File: config.mk
export PLATFORM = sky130hd
export DESIGN_NAME = switch_conditioner
export DESIGN_NICKNAME = d
export VERILOG_FILES = /design/src/rtl/switch_pkg.sv /design/src/rtl/sync_2ff.sv /design/src/rtl/switch_conditioner.sv
export SDC_FILE = /design/constraint.sdc
export NUM_CORES = 1
export LEC_CHECK = 0
export BUFFER_PORTS_ARGS = -buffer_cell sky130_fd_sc_hd__buf_4
export CAP_MARGIN = 25
export CORE_MARGIN = 8
export CORE_UTILIZATION = 30
export DETAILED_ROUTE_END_ITERATION = 7
export PLACE_DENSITY = 0.52
export SETUP_SLACK_MARGIN = 0.05
export SYNTH_ARGS = -nofsm -noshare
export SYNTH_HDL_FRONTEND = slang
export SYNTH_SLANG_ARGS = --single-unit
File: constraint.sdc
create_clock -name clkIn -period 7.1 [get_ports clkIn]
set_clock_uncertainty 0.15 [all_clocks]
set_input_delay 0.71 -clock clkIn [delete_from_list [all_inputs] [get_ports clkIn]]
set_output_delay 0.71 -clock clkIn [all_outputs]
set_load 0.02 [all_outputs]
File: src/rtl/switch_pkg.sv
// -----------------------------------------------------------------------------
// switch_pkg
// Shared types for the switch conditioning path. The LED sequencer and the
// future mode logic import the same state encoding, so a debug probe on the
// debouncer state decodes identically everywhere.
//
// Contents:
//   sw_state_t         - debouncer FSM state
//   sw_level_of(state) - accepted level implied by a debouncer state
// -----------------------------------------------------------------------------
package switch_pkg;

  typedef enum logic [1:0] {
    SW_LOW       = 2'd0,
    SW_RISE_WAIT = 2'd1,
    SW_HIGH      = 2'd2,
    SW_FALL_WAIT = 2'd3
  } sw_state_t;

  // FALL_WAIT still reports high: the level only drops once the low run has
  // been accepted.
  function automatic logic sw_level_of(input sw_state_t state);
    return (state == SW_HIGH) || (state == SW_FALL_WAIT);
  endfunction

endpackage

File: src/rtl/sync_2ff.sv
// -----------------------------------------------------------------------------
// sync_2ff
// Two-flop synchroniser for a single asynchronous input. Parameter-free so it
// can be dropped onto any pad signal (switch, reset button).
//
// Ports:
//   clk   - destination clock
//   rst_n - asynchronous active-low reset, clears both stages
//   d     - asynchronous input
//   q     - synchronised output, two clock edges of latency
// -----------------------------------------------------------------------------
module sync_2ff (
  input  logic clk,
  input  logic rst_n,
  input  logic d,
  output logic q
);

  logic sync1;

  // NOTE: sequential state is always assigned with <= so every flop samples
  // the pre-edge value of its source; with = the second stage would see the
  // new value of the first and the chain would collapse to one flop.
  always_ff @(posedge clk or negedge rst_n) begin
    if (!rst_n) begin
      sync1 <= 1'b0;
      q     <= 1'b0;
    end else begin
      sync1 <= d;
      q     <= sync1;
    end
  end

endmodule

File: src/rtl/switch_conditioner.sv
// -----------------------------------------------------------------------------
// switch_conditioner
// Cleans up the raw control switch before it reaches the LED sequencer:
// synchronise, debounce with a four-state FSM, and derive single-cycle edge and
// long-hold pulses. All outputs are flops; nothing combinational reaches them
// from sw_raw.
//
// Parameters:
//   DEBOUNCE_CYCLES - stable synchronised samples needed to accept a change (>=2)
//   HOLD_CYCLES     - accepted-high cycles before sw_hold fires (> DEBOUNCE_CYCLES)
//
// Ports:
//   clkIn    - board clock, rising edge
//   rst_n    - asynchronous active-low reset
//   sw_raw   - raw, asynchronous, bouncing switch pin
//   sw_level - debounced level, drives control_switch of the LED stage
//   sw_rise  - one-cycle pulse on an accepted 0->1 change
//   sw_fall  - one-cycle pulse on an accepted 1->0 change
//   sw_hold  - one-cycle pulse, at most once per accepted high period
// -----------------------------------------------------------------------------
module switch_conditioner
  import switch_pkg::*;
#(
  parameter int DEBOUNCE_CYCLES = 1_000_000,
  parameter int HOLD_CYCLES     = 100_000_000
) (
  input  logic clkIn,
  input  logic rst_n,
  input  logic sw_raw,
  output logic sw_level,
  output logic sw_rise,
  output logic sw_fall,
  output logic sw_hold
);

  localparam int DB_W   = $clog2(DEBOUNCE_CYCLES);
  // One extra count of headroom so the saturation value itself is
  // representable even when HOLD_CYCLES is a power of two.
  localparam int HOLD_W = $clog2(HOLD_CYCLES + 1);

  localparam logic [DB_W-1:0]   DB_LAST   = DB_W'(DEBOUNCE_CYCLES - 1);
  localparam logic [HOLD_W-1:0] HOLD_LAST = HOLD_W'(HOLD_CYCLES - 1);
  localparam logic [HOLD_W-1:0] HOLD_MAX  = HOLD_W'(HOLD_CYCLES);

  logic              sync_q;
  sw_state_t         state;
  logic [DB_W-1:0]   db_cnt;
  logic [HOLD_W-1:0] hold_cnt;

  logic db_done;
  logic rise_done;
  logic fall_done;
  logic hold_run;

  sync_2ff u_sync (
    .clk   (clkIn),
    .rst_n (rst_n),
    .d     (sw_raw),
    .q     (sync_q)
  );

  assign db_done   = (db_cnt == DB_LAST);
  assign rise_done = (state == SW_RISE_WAIT) &&  sync_q && db_done;
  assign fall_done = (state == SW_FALL_WAIT) && !sync_q && db_done;
  // The hold counter stops on the edge that accepts a fall, so a hold that
  // would have landed on that same edge is suppressed and never overlaps
  // sw_fall.
  assign hold_run  = sw_level_of(state) && !fall_done;

  always_ff @(posedge clkIn or negedge rst_n) begin
    if (!rst_n) begin
      state    <= SW_LOW;
      db_cnt   <= '0;
      hold_cnt <= '0;
      sw_level <= 1'b0;
      sw_rise  <= 1'b0;
      sw_fall  <= 1'b0;
      sw_hold  <= 1'b0;
    end else begin
      // Pulses are registered from the same decode that moves the state, so
      // they line up with the first cycle of the new sw_level.
      sw_rise <= rise_done;
      sw_fall <= fall_done;
      sw_hold <= 1'b0;

      case (state)
        SW_LOW: begin
          if (sync_q) begin
            state  <= SW_RISE_WAIT;
            db_cnt <= '0;
          end
        end
        SW_RISE_WAIT: begin
          if (!sync_q) begin
            state <= SW_LOW;
          end else if (db_done) begin
            state    <= SW_HIGH;
            sw_level <= 1'b1;
          end else begin
            db_cnt <= db_cnt + 1'b1;
          end
        end
        SW_HIGH: begin
          if (!sync_q) begin
            state  <= SW_FALL_WAIT;
            db_cnt <= '0;
          end
        end
        SW_FALL_WAIT: begin
          if (sync_q) begin
            // Bounce back to high: hold_cnt keeps running untouched.
            state <= SW_HIGH;
          end else if (db_done) begin
            state    <= SW_LOW;
            sw_level <= 1'b0;
          end else begin
            db_cnt <= db_cnt + 1'b1;
          end
        end
        default: begin
          state <= SW_LOW;
        end
      endcase

      // Saturating at HOLD_CYCLES makes the HOLD_CYCLES-1 match unreachable
      // again until the next accepted rise clears the counter.
      if (rise_done) begin
        hold_cnt <= '0;
      end else if (hold_run && (hold_cnt != HOLD_MAX)) begin
        hold_cnt <= hold_cnt + 1'b1;
        sw_hold  <= (hold_cnt == HOLD_LAST);
      end
    end
  end

endmodule
==> impl_metrics.yaml <==
yosys:
  syn_inst: 314
  ys_seq_elements: 55
  synth_seq_area_share_pct: 45.4
  synth_edf_count: 0
  synth.top_cells.by_area: "dfrtp_1 (45%), xnor2_1 (3.8%), nand2_1 (3.5%)"
  ys.warnings.count: 0
  yosysTopAreaCellShare_pct: 45.4
  syn_area_sq_mm: 0.00303
  yosys.area.top_type: "dfrtp_1"
  synth_nets: 320
  ys.flop_type: "dfrtp_1"
  async_reset_ff_share_pct: 100
  yosysUniqueCellTypes: 52
  synth.avg_cell_area_sq_um: 9.66
pwr:
  p_leak_nw: 1.25
  p_sw_share_pct: 23.9
  switching_power_mw: 0.126
  ir_drop_uv: 76.5
  pwr-share-comb_pct: 3.2
  intPower_mw: 0.401
  clkPwrFrac_pct: 35.8
  seqPwrFrac_pct: 61.0
  powerDensity_mw_per_mm2: 159
critical_path:
  crit_type: "reg -> reg"
  crit_buf_inv: 0
  cp_cell_sequence: "or4b_4 -> or4_1 -> nor3_2 -> nor4_1"
  r2r_setup_slack_ps: 4100
  worst_setup_path_end_kind: "flip-flop"
  slowest_stage: "or4_1"
  cp_top_family: "simple AND/OR/NAND/NOR gates"
  r2r_cells: 4
  critPathMaxStageDelay_ps: 830
  critPathArrivalTime_ps: 3010
  crit_cells: 4
  worstPathRequired_ps: 7120
  start_kind: "flip-flop"
  cp_max_fo: 12
sta:
  rsz0062_at_grt: "false"
  setup_viol: 0
  worstMarginPinSlew_ps: 920
  max-slew-margin-rel_pct: 38.4
  final.setup.worst_slack_ps: 4100
  final-hold-violation-count: 0
  finalCriticalPeriod_ps: 3000
  fmaxAchievable_mhz: 334
  tns_ps: 0
  fin_crit_sh_pct: 42.2
  finalMaxSlewViolations: 0
layout:
  final_cell_count_no_fill: 455
  fin_area_sq_mm: 0.00331
  final_common_cell: "dfrtp_1"
  area_growth_pct: 8.95
  n_fill_cell: 1046
  layout-drive-gt1-share_pct: 9.63
  multi_input_area_sq_mm: 0.00157
  n_antenna_cell: 0
  nets: 327
  seq_area_sq_mm: 0.00138
  final_cell_mix: "dfrtp_1 (55), nand2_1 (28), nor2_1 (25)"
floorplanning:
  die_h_um: 117
  initial_core_util_pct: 30.9
  rows: 36
  die_w_um: 117
  io_pins: 7
  fp.coreArea_sq_mm: 0.00982
  dieArea_sq_mm: 0.0136
placed_design:
  finalWeightedCongestion: 0.776
  hpwl_mm: 4.97
  pre_cts_slack_ps: 4100
  io_buffer_count: 6
  placed_cell_area_sq_mm: 0.00320
  place_inst: 446
drt:
  drt-pass1-iter-count: 4
  avgRoutedWirePerCell_um: 15.4
  viasPerCell: 5.35
  drtIter0Drc: 108
  routed_wl_mm: 7.02
  detail-route-antenna-nets: 0
  vias: 2436
  drcViolationCount: 0
global_route:
  grt_pass1_wl_mm: 12.0
  first_global_vias: 2386
  grt_antenna_before_repair: 0
  grt_overflow: 0
  grt_max_degree: 56
  grt_usage_pct: 11.0
clocking:
  clock_sinks: 55
  cts_buffers: 5
  htree_num_levels: 2
  cts-root-buf: "clkbuf_8"
  holdBufCountCts: 0
  clockBufferDepth: 2
  tritoncts: "done"
  clkLatencyLatePin_ps: 310
  cts_resized: 0
  cts.reportedPaths.clkPinSlew_ps: 100
  postCtsSetupBuffers: 0
worst_hold_path:
  hold_path_depth: 0
  hold_path.class: "reg -> reg"
run:
  max_cap_violations: 0
outcome:
  outcome: "complete, no violations"
## metrics by stage
| step | total power, mW | hold slack [ps] | utilization [%] |
|---|---|---|---|
| after floorplan | 0.335 | 181 | - |
| after global placement | 0.345 | 185 | 32.6 |
| after detailed placement | 0.346 | 185 | 32.6 |
| after CTS | 0.537 | 211 | 33.6 |
| after global routing | 0.552 | 225 | 33.7 |
| final | 0.527 | 209 | 33.7 |
## routing by layer
metal	vias to the layer above	wire (um)	global-route usage, %
met5	-	0	0
met4	0	95	3.50
met3	11	195	1.86
met2	28	3280	17.6
met1	1210	3450	14.9
li1	1187	-	-
## worst paths after layout
| path | to | startpoint |
|---|---|---|
| max in group asynchronous | hold_cnt[1]$_DFFE_PN0P_ | rst_n |
| max reg2reg | sw_hold$_DFF_PN0_ | db_cnt[12]$_DFFE_PN0P_ |
| max | sw_hold$_DFF_PN0_ | db_cnt[12]$_DFFE_PN0P_ |
| min | u_sync.q$_DFF_PN0_ | u_sync.sync1$_DFF_PN0_ |
| min in group asynchronous | hold_cnt[9]$_DFFE_PN0P_ | rst_n |
| min reg2reg | u_sync.q$_DFF_PN0_ | u_sync.sync1$_DFF_PN0_ |
## cells by family after synthesis
logic type	share of synthesized area [%]
AND/OR/NAND/NOR	28.9
AO/OA/AOI/OAI	14.3
flip-flops	45.4
buffers and inverters	3.01
XOR/XNOR	5.20
multiplexers	1.98
adder cells (fa/ha/maj)	1.24
## layout make-up
type / count / area share, %
sequential: 55 / 41.6
multi-input combinational: 240 / 47.4
tap: 133 / 5.03
inverter: 12 / 1.36
timing repair buffer: 7 / 1.59
clock buffer: 6 / 2.50
clock inverter: 2 / 0.492
## registers in the layout (all words and copies together), names as in the netlist, named ones only
register,cells
sw_fall,1
u_sync.sync1,1
state,1
sw_level,1
sw_hold,1
db_cnt,20
hold_cnt,27
u_sync.q,1
sw_rise,1
## power groups by stage
stage               combinational, mW  sequential, mW  clock (mW)
finish                         0.0170           0.321       0.189
global route                   0.0204           0.322       0.209
CTS                            0.0181           0.321       0.198
detailed placement             0.0179           0.328           0
global placement               0.0178           0.327           0
floorplan                     0.00888           0.326           0
## cell usage after synthesis (3+ instances only)
cell type and n:
a211oi_1 5, xor2_1 5, nand2b_1 4, nand2_1 28, o21ai_4 3, nor4_1 5, a2111oi_0 6, or4_1 11
nand3_1 15, o21ai_1 4, o21ai_0 11, nor3_1 4, mux2i_1 6, or3_1 12, inv_1 12, dfrtp_1 55
and2_1 6, ha_1 3, a21oi_1 18, and4_1 6, nor2_1 25, xnor2_1 13, clkbuf_1 3, o31ai_1 6
nand4_1 15
Note: power is estimated with default switching activity, not from simulation.
